`config.mk`:
```
export PLATFORM = sky130hd
export DESIGN_NAME = fetch_redirect_unit
export DESIGN_NICKNAME = d
export VERILOG_FILES = /design/src/rtl/fetch_pkg.sv /design/src/rtl/fetch_ibuf.sv /design/src/rtl/fetch_redirect_unit.sv
export SDC_FILE = /design/constraint.sdc
export NUM_CORES = 1
export LEC_CHECK = 0
export CELL_PAD_IN_SITES_DETAIL_PLACEMENT = 0
export CELL_PAD_IN_SITES_GLOBAL_PLACEMENT = 1
export CORE_MARGIN = 1
export CORE_UTILIZATION = 40
export CTS_CLUSTER_DIAMETER = 150
export DETAILED_ROUTE_END_ITERATION = 10
export GPL_ROUTABILITY_DRIVEN = 0
export GPL_TIMING_DRIVEN = 0
export PLACE_DENSITY_LB_ADDON = 0.12
export SLEW_MARGIN = 20
export SYNTH_ARGS = -nofsm -noshare
export SYNTH_HDL_FRONTEND = slang
export SYNTH_SLANG_ARGS = --single-unit
```
`constraint.sdc`:
```
create_clock -name clk -period 7.8 [get_ports clk]
set_input_delay 1.56 -clock clk [delete_from_list [all_inputs] [get_ports clk]]
set_output_delay 1.56 -clock clk [all_outputs]
set_load 0.01 [all_outputs]
```
`src/rtl/fetch_pkg.sv`:
```
// Shared types and defaults for the fetch/redirect slice: address width,
// instruction width, reset PC and the fetch request FSM encoding.
package fetch_pkg;

  localparam int                DEFAULT_XLEN       = 64;
  localparam int                INST_W             = 32;
  localparam int                DEFAULT_IBUF_DEPTH = 2;
  localparam logic [63:0]       DEFAULT_RESET_PC   = 64'h0;

  // REQ: may issue a fetch; WAIT: live response due; SQUASH: stale response due.
  typedef enum logic [1:0] {
    REQ    = 2'd0,
    WAIT   = 2'd1,
    SQUASH = 2'd2
  } fetch_state_t;

endpackage

```
`src/rtl/fetch_ibuf.sv`:
```
// Synchronous FIFO holding fetched {pc, instruction} entries for decode.
// Flush empties it in one cycle and takes priority over push and pop.
module fetch_ibuf #(
  parameter int WIDTH = 96,
  parameter int DEPTH = 2,
  localparam int PTR_W = (DEPTH > 1) ? $clog2(DEPTH) : 1,
  localparam int CNT_W = $clog2(DEPTH + 1)
) (
  input  logic             clk,
  input  logic             reset,
  input  logic             push,
  input  logic             pop,
  input  logic             flush,
  input  logic [WIDTH-1:0] wdata,
  output logic [WIDTH-1:0] rdata,
  output logic [CNT_W-1:0] count,
  output logic             full,
  output logic             empty
);

  logic [WIDTH-1:0] mem [DEPTH];
  logic [PTR_W-1:0] rd_ptr;
  logic [PTR_W-1:0] wr_ptr;
  logic             do_push;
  logic             do_pop;

  assign full    = (count == CNT_W'(DEPTH));
  assign empty   = (count == '0);
  assign do_pop  = pop & ~empty;
  assign do_push = push & (~full | do_pop);
  assign rdata   = mem[rd_ptr];

  // NOTE: sequential state uses non-blocking assignments so every flop samples pre-edge values.
  always_ff @(posedge clk) begin
    if (reset || flush) begin
      rd_ptr <= '0;
      wr_ptr <= '0;
      count  <= '0;
    end else begin
      if (do_push) wr_ptr <= wr_ptr + 1'b1;
      if (do_pop)  rd_ptr <= rd_ptr + 1'b1;
      case ({do_push, do_pop})
        2'b10:   count <= count + 1'b1;
        2'b01:   count <= count - 1'b1;
        default: count <= count;
      endcase
    end
  end

  // NOTE: storage has no reset; count/empty qualify every read, so contents never need clearing.
  always_ff @(posedge clk) begin
    if (do_push) mem[wr_ptr] <= wdata;
  end

endmodule

```
`src/rtl/fetch_redirect_unit.sv`:
```
// Fetch PC owner: issues sequential imem requests (one outstanding), buffers
// responses for decode and redirects/flushes/squashes on a taken branch.
module fetch_redirect_unit
  import fetch_pkg::*;
#(
  parameter int               XLEN       = DEFAULT_XLEN,
  parameter logic [XLEN-1:0]  RESET_PC   = XLEN'(DEFAULT_RESET_PC),
  parameter int               IBUF_DEPTH = DEFAULT_IBUF_DEPTH
) (
  input  logic              clk,
  input  logic              reset,
  input  logic              take_branch,
  input  logic [XLEN-1:0]   branch_target,
  output logic              imem_req_valid,
  input  logic              imem_req_ready,
  output logic [XLEN-1:0]   imem_req_addr,
  input  logic              imem_rsp_valid,
  input  logic [INST_W-1:0] imem_rsp_data,
  output logic              inst_valid,
  input  logic              inst_ready,
  output logic [XLEN-1:0]   inst_pc,
  output logic [INST_W-1:0] inst_data,
  output logic              misaligned
);

  localparam int ENTRY_W = XLEN + INST_W;
  localparam int CNT_W   = $clog2(IBUF_DEPTH + 1);

  fetch_state_t        state;
  fetch_state_t        state_nxt;
  logic [XLEN-1:0]     pc;
  logic [XLEN-1:0]     req_pc;
  logic                misaligned_q;
  logic                issue;
  logic                accept;
  logic                push;
  logic                pop;
  logic [ENTRY_W-1:0]  head;
  logic [CNT_W-1:0]    count;
  logic                full;
  logic                empty;

  // The buffer-space guard on issue is what makes a push into a full buffer impossible.
  assign issue          = (state == REQ) && (count < CNT_W'(IBUF_DEPTH));
  assign imem_req_valid = issue & ~reset;
  assign imem_req_addr  = pc;
  assign accept         = imem_req_valid & imem_req_ready;

  assign push       = (state == WAIT) & imem_rsp_valid & ~take_branch;
  assign pop        = inst_valid & inst_ready & ~take_branch;
  assign inst_valid = ~empty & ~reset;
  assign misaligned = misaligned_q & ~reset;
  assign {inst_pc, inst_data} = head;

  fetch_ibuf #(
    .WIDTH (ENTRY_W),
    .DEPTH (IBUF_DEPTH)
  ) u_ibuf (
    .clk   (clk),
    .reset (reset),
    .push  (push),
    .pop   (pop),
    .flush (take_branch),
    .wdata ({req_pc, imem_rsp_data}),
    .rdata (head),
    .count (count),
    .full  (full),
    .empty (empty)
  );

  // NOTE: defaults assigned first so every path drives state_nxt and no latch is inferred.
  always_comb begin
    state_nxt = state;
    unique case (state)
      REQ:     if (accept) state_nxt = take_branch ? SQUASH : WAIT;
      WAIT:    if (imem_rsp_valid) state_nxt = REQ;
               else if (take_branch) state_nxt = SQUASH;
      SQUASH:  if (imem_rsp_valid) state_nxt = REQ;
      default: state_nxt = REQ;
    endcase
  end

  always_ff @(posedge clk) begin
    if (reset) begin
      state        <= REQ;
      pc           <= RESET_PC;
      req_pc       <= RESET_PC;
      misaligned_q <= 1'b0;
    end else begin
      state        <= state_nxt;
      misaligned_q <= take_branch & (|branch_target[1:0]);
      if (accept) req_pc <= pc;
      if (take_branch)  pc <= {branch_target[XLEN-1:2], 2'b00};
      else if (accept)  pc <= pc + XLEN'(4);
    end
  end

  a_no_overflow: assert property (@(posedge clk) disable iff (reset)
    !(push && full && !pop));

endmodule

```
[After elaboration in Yosys (flattened, before gate mapping)]
Memory sizes are Yosys's and may differ from the RTL's. A register that Yosys moved wholly into a read port is not among the register bits.
Index checks and enable logic that the tools add are counted.
W data, S select, Z words.
Word-level totals
  flip-flop bits (word level): 135
  memory bits (writable): 192
  input bits: 102
  output and inout bits: 163
  logic and storage cells: 61
  memories: 1
Memories
  u_ibuf.mem: depth 2, width 96, read ports 1, clocked after memory_dff 1, write ports 1, RTL line fetch_ibuf.sv:21  | logic [WIDTH-1:0] mem [DEPTH];
Operators by class
  $add $sub $neg: 5
  $lt $le $gt $ge: 1
  eq/ne operators: 8
  multiplexer cells: 13
  bitwise gates (word level): 16
  reductions and logical operators: 9
Operators with widths (number)
  $mux W64: 2
  $add A64 B3 Y64 const B: 1
  $and A1 B1 Y1: 11
  $mux W2: 5
  $eq A2 B2 Y1 const B: 3
  $pmux W2 S3: 1
  $eq A2 B1 Y1 const B: 2
  $logic_not A2 Y1: 2
  $mux W1: 4
  $ne A2 B2 Y1 const B: 2
  $not A1 Y1: 4
  $pmux W2 S2: 1
  $reduce_bool A2 Y1: 2
  $reduce_or A2 Y1: 2
  $ne A3 B3 Y1 const B: 1
  $reduce_and A3 Y1: 1
  $add A1 B1 Y1 const B: 2
  $add A2 B1 Y2 const B: 1
  $lt A2 B2 Y1 const B: 1
  $sub A2 B1 Y2 const B: 1
  $logic_and A1 B1 Y1: 1
  $logic_or A1 B1 Y1: 1
  $or A1 B1 Y1: 1

[Logic depth before layout (Yosys ltp)]
  depth in word-level cells: 10
  gate-level depth with buffers: 9
  mapped depth without buffers: 7

[Modules after synthesis]
From an unflattened synthesis, not the netlist that was laid out.
Unflattened totals
  cells, all modules: 1107
  area, all modules: 13411.6 um^2
By module, submodules not included
  fetch_ibuf: instances 1, cells each 329, area an instance 7378.3 um^2, seq. area each 5865.6 um^2
  fetch_redirect_unit: instances 1, cells each 778, area an instance 6033.3 um^2, seq. area each 2542.4 um^2

[Worst setup path before layout]
OpenSTA, ideal clock, no wires.
  kind: input-to-reg
  from: input port take_branch
  to: memory u_ibuf.mem[0][0], enable pin
  library setup time: 548 ps
  arrival time: 6375 ps
  required time: 7252 ps
  setup slack: 877 ps
  stages: 6
  buffers on the path: 2
  path through: clkbuf_1 -> inv_1 -> clkbuf_1 -> nand2_1 -> a311o_1 -> nor2_1
Between the ends
  word-level cells in the longest chain between the ends: 7
  elaborated cells on any way between the ends: 8
  classes of those cells: mux (2); bitwise (6)
RTL lines
  start, declared: RTL line fetch_redirect_unit.sv:12  | input logic take_branch,
  $not A1 Y1 *: RTL line fetch_redirect_unit.sv:49, fetch_redirect_unit.sv:50
  $and A1 B1 Y1: RTL line fetch_redirect_unit.sv:50  | assign pop = inst_valid & inst_ready & ~take_branch;
  $and A1 B1 Y1: RTL line fetch_ibuf.sv:29  | assign do_pop = pop & ~empty;
  $or A1 B1 Y1: RTL line fetch_ibuf.sv:30  | assign do_push = push & (~full | do_pop);
  $and A1 B1 Y1 *: RTL line fetch_ibuf.sv:30
  $mux W1 *: RTL line fetch_ibuf.sv:52  | if (do_push) mem[wr_ptr] <= wdata;
  $mux W1 (implied by the code) *: RTL line fetch_ibuf.sv:52
  end, declared: RTL line fetch_ibuf.sv:21
Mark *: on every way between the ends. The rest lies on a longest branch, timed or not.

[Final worst setup path]
  from: input port reset
  to: output port inst_valid
Between the ends
  word-level cells in the longest chain between the ends: 2
RTL lines
  start, declared: RTL line fetch_redirect_unit.sv:11  | input logic reset,
  $not A1 Y1: RTL line fetch_redirect_unit.sv:51  | assign inst_valid = ~empty & ~reset;
  $and A1 B1 Y1: RTL line fetch_redirect_unit.sv:51
  end, declared: RTL line fetch_redirect_unit.sv:19  | output logic inst_valid,
Every way passes these cells.

==> run_summary.xml <==
<?xml version="1.0" encoding="UTF-8"?>
<metrics>
  <group name="run_status">
    <metric name="outcome" unit="">completed</metric>
  </group>
  <group name="critical_path">
    <metric name="cp_cell_sequence" unit="">clkdlybuf4s50_1 &gt; clkbuf_1 &gt; clkbuf_1 &gt; clkbuf_1 &gt; nor2_1 &gt; clkdlybuf4s50_1</metric>
    <metric name="cp_bufs_invs" unit="">5</metric>
    <metric name="critical_path_required" unit="ps">6240</metric>
    <metric name="slowest_stage" unit="">sky130_fd_sc_hd__clkdlybuf4s50_1</metric>
    <metric name="critical_path.endpoint_type" unit="">output port</metric>
    <metric name="max_incr_delay_on_cp" unit="ps">670</metric>
    <metric name="critical_path.startpoint_type" unit="">input port</metric>
    <metric name="worst_ep_arrival_time" unit="ps">4400</metric>
    <metric name="timing.setup.critical_path_class" unit="">in -&gt; out</metric>
    <metric name="crit_path_frequent_cell" unit="">sky130_fd_sc_hd__clkbuf_1</metric>
    <metric name="critical_path.top_delay_family" unit="">buffers and inverters</metric>
    <metric name="path_max_fanout" unit="">10</metric>
  </group>
  <group name="die">
    <metric name="chipWidth" unit="µm">183</metric>
    <metric name="fp-row-count" unit="">65</metric>
    <metric name="design.die.area" unit="mm²">0.0335</metric>
    <metric name="die_y" unit="µm">183</metric>
    <metric name="initial_core_util" unit="">0.411</metric>
    <metric name="area_of_the_core_region" unit="mm²">0.0319</metric>
    <metric name="io_pins" unit="">265</metric>
  </group>
  <group name="yosys">
    <metric name="postSynth.topFlopCell" unit="">sky130_fd_sc_hd__edfxtp_1</metric>
    <metric name="post_synth_instance_area" unit="mm²">0.0131</metric>
    <metric name="async_reset_ff_frac" unit="">0</metric>
    <metric name="most_area_hungry_cell_type_in_the_yosys_netlist" unit="">sky130_fd_sc_hd__edfxtp_1</metric>
    <metric name="synth.yosys.warnings" unit="">0</metric>
    <metric name="netlist-cell-type-count" unit="">52</metric>
    <metric name="synthesis.area_per_instance" unit="µm²">11.8</metric>
    <metric name="ys_top_cells_by_area" unit="">sky130_fd_sc_hd__edfxtp_1, sky130_fd_sc_hd__dfxtp_1, sky130_fd_sc_hd__mux2_2</metric>
    <metric name="top_area_cell_type_share_of_the_netlist_area" unit="">0.431</metric>
    <metric name="syn_inst" unit="">1114</metric>
    <metric name="ys_seq_area_frac" unit="">0.633</metric>
    <metric name="number_of_flops_mapped_to_enable_cells_by_yosys" unit="">188</metric>
    <metric name="flop_and_latch_count_out_of_synthesis" unit="">320</metric>
  </group>
  <group name="pwr">
    <metric name="power_frac_comb" unit="">0.072</metric>
    <metric name="clkPwrFrac" unit="">0.420</metric>
    <metric name="power_report.internal_total" unit="mW">2.84</metric>
    <metric name="power.net_switching" unit="µW">846</metric>
    <metric name="p_per_cell_area" unit="mW/mm²">211</metric>
    <metric name="seqPwrFrac" unit="">0.509</metric>
    <metric name="power.share.switching" unit="">0.229</metric>
    <metric name="leakage" unit="nW">5.71</metric>
    <metric name="vdd.ir_drop.worst" unit="µV">152</metric>
  </group>
  <group name="timing">
    <metric name="final_period_minus_worst_setup_slack" unit="ps">5960</metric>
    <metric name="timing.final.max_slew_violations" unit="">0</metric>
    <metric name="fin_skew" unit="ps">8.65</metric>
    <metric name="finalCritPeriodShare" unit="">0.764</metric>
    <metric name="timing.slew.headroom" unit="">0.340</metric>
    <metric name="finalHoldViolations" unit="">0</metric>
    <metric name="worst_pin_slew" unit="ps">990</metric>
    <metric name="unrepaired_setup_endpoints_after_global_routing" unit="">no</metric>
    <metric name="post-route-worst-setup-slack" unit="ps">1840</metric>
    <metric name="total_of_endpoints_with_negative_setup_slack_in_the_final_report" unit="">0</metric>
    <metric name="achievable-frequency" unit="MHz">168</metric>
  </group>
  <group name="cells_and_area">
    <metric name="share_of_layout_cells_above_drive_strength_1" unit="">0.117</metric>
    <metric name="fill_cells" unit="">2866</metric>
    <metric name="final_cell_area" unit="mm²">0.0175</metric>
    <metric name="num-nets-final" unit="">1525</metric>
    <metric name="area_growth" unit="%">33.6</metric>
  </group>
  <group name="cts">
    <metric name="post_cts_resize_count" unit="">0</metric>
    <metric name="tritoncts" unit="">yes</metric>
    <metric name="cts-root-to-sink-buffers" unit="">3</metric>
    <metric name="cts_post_setup_buffers_inserted" unit="">0</metric>
    <metric name="clock_slew_seen_by_the_registers_of_the_worst_setup_and_hold_paths" unit="ps">60</metric>
    <metric name="cts.hold.buffers_added" unit="">0</metric>
    <metric name="cts_htree_levels" unit="">2</metric>
    <metric name="cts_buffers" unit="">36</metric>
    <metric name="clock-root-buffer" unit="">sky130_fd_sc_hd__clkbuf_16</metric>
    <metric name="clock-sinks" unit="">320</metric>
    <metric name="clk_latency_worst_skew_pair" unit="ps">510</metric>
  </group>
  <group name="grt">
    <metric name="initial_antenna_violation_count" unit="">1</metric>
    <metric name="global_route.overflow_total" unit="">0</metric>
    <metric name="largest_net_degree_at_the_start_of_global_routing" unit="">26</metric>
    <metric name="grt_pass1_wl" unit="µm">57600</metric>
    <metric name="grt_pass1_vias" unit="">9721</metric>
    <metric name="grt_use_total" unit="">0.227</metric>
  </group>
  <group name="route">
    <metric name="drt-wirelength-per-cell" unit="µm">20.2</metric>
    <metric name="drtIter0Drc" unit="">713</metric>
    <metric name="routed_wirelength" unit="µm">38100</metric>
    <metric name="drtPass1Iterations" unit="">6</metric>
    <metric name="drt-vias-per-instance" unit="">5.32</metric>
    <metric name="detail_route.drc_violations" unit="">0</metric>
    <metric name="num_vias" unit="">10000</metric>
    <metric name="ant_nets" unit="">0</metric>
  </group>
  <group name="flow_run">
    <metric name="timing.max_cap.violations" unit="">0</metric>
  </group>
  <group name="place">
    <metric name="pre_cts_ws" unit="ps">1830</metric>
    <metric name="portBuffers" unit="">258</metric>
    <metric name="dpl_cell_area" unit="mm²">0.0164</metric>
    <metric name="dp_hpwl" unit="µm">27200</metric>
  </group>
  <group name="hold_path">
    <metric name="worstHoldPathType" unit="">reg -&gt; reg</metric>
  </group>
</metrics>
==> through the flow <==
stage,total power [mW],hold WS (ps),instances,TNS (ps),util
floorplan,2.00,425,1117,0,-
global placement,2.17,430,1810,-451180,0.509
finish,3.69,453,1884,0,0.549
global route,3.82,461,1884,0,0.549
CTS,3.72,451,1883,0,0.549
detailed placement,2.17,438,1818,0,0.515
==> Yosys cell counts (all sizes together), types with 2 or more instances <==
cell type  count
nor3          15
and3           5
ha             2
buf           17
o21ai         11
and2           7
and4          12
nor3b          2
nand4         36
nor2b          5
mux2i          2
edfxtp       188
xor2           8
or2            3
mux2          94
a2111oi       13
dfxtp        132
or4           25
o31ai         13
nor2          71
inv           16
a211oi        20
o311a          4
a21oi         74
xnor2         16
or3           18
a311oi        22
nand2        175
nor4          15
clkbuf        57
nand3         22
==> worst register-to-register path: cells and delay by family (launching register included) <==
family	cells	cell delay, ps
AOI/OAI and AO/OA	2	620
DFF	1	360
and+or+nand+nor	3	2200
==> final timing paths <==
| kind | startpoint | to | slack [ps] | depth (start not counted) |
|---|---|---|---|---|
| max | reset | inst_valid | 1840 | 6 |
| max reg2reg | u_ibuf.count[1] | imem_req_addr[53] | 4480 | 5 |
| min reg2reg | req_pc[17] | u_ibuf.mem[0][49] | 450 | 0 |
| min | req_pc[17] | u_ibuf.mem[0][49] | 450 | 0 |
==> state kept, by name (all words and copies together), names as in the netlist, named ones only <==
name,cells
u_ibuf.rd_ptr,1
u_ibuf.count,2
req_pc,62
u_ibuf.mem,188
imem_req_addr,62
state,2
misaligned_q,1
u_ibuf.wr_ptr,1
==> power by group through the flow <==
stage               combinational (mW)  clock [mW]  sequential, mW
CTS                              0.265        1.59            1.87
floorplan                        0.101           0            1.90
global route                     0.284        1.65            1.88
detailed placement               0.263           0            1.91
finish                           0.264        1.55            1.87
global placement                 0.259           0            1.91
==> cells by family after synthesis <==
family | after synthesis | share of synthesized area
and+or+nand+nor | 414 | 0.155
DFF | 320 | 0.633
AOI/OAI and AO/OA | 167 | 0.0842
muxes | 96 | 0.0824
buffers and inverters | 90 | 0.0270
xor gates and xnor gates | 24 | 0.0161
adders and majority gates | 2 | 0.00191
other | 1 | 0.000286
==> per-layer routing <==
metal | track usage | vias to the layer above | part of all wire
met5 | 0 | - | 0
met3 | 0.0465 | 62 | 0.087
li1 | - | 4772 | -
met1 | 0.311 | 4781 | 0.43
met2 | 0.360 | 409 | 0.46
met4 | 0.0720 | 0 | 0.023
==> placed cells by master, fill, tap and decap left out, types with 16 or more instances in the layout <==
master,netlist,layout
sky130_fd_sc_hd__a211oi_1,20,20
sky130_fd_sc_hd__a21oi_1,74,74
sky130_fd_sc_hd__a311oi_1,22,22
sky130_fd_sc_hd__clkbuf_1,57,66
sky130_fd_sc_hd__clkbuf_16,0,37
sky130_fd_sc_hd__clkdlybuf4s50_1,0,258
sky130_fd_sc_hd__dfxtp_1,132,132
sky130_fd_sc_hd__edfxtp_1,188,188
sky130_fd_sc_hd__inv_1,16,16
sky130_fd_sc_hd__mux2_2,94,94
sky130_fd_sc_hd__nand2_1,175,175
sky130_fd_sc_hd__nand3_1,22,22
sky130_fd_sc_hd__nand4_1,35,35
sky130_fd_sc_hd__nor2_1,71,69
sky130_fd_sc_hd__or3_1,18,18
sky130_fd_sc_hd__or4_1,24,24
sky130_fd_sc_hd__xnor2_1,16,16
==> cell type report <==
class | count | area (µm²) | share of cell area
clock buffers | 48 | 987 | 0.0564
inverters | 16 | 60.1 | 0.00343
clock inverters | 17 | 85.1 | 0.00486
well taps | 435 | 544 | 0.0311
repair buffers | 266 | 2740 | 0.157
multi-input cells | 707 | 4490 | 0.257
plain buffers | 74 | 294 | 0.0168
flip-flops and latches | 320 | 8290 | 0.474
diodes | 1 | 2.50 | 0.000143
No activity file was read; power rests on OpenSTA's default activity.
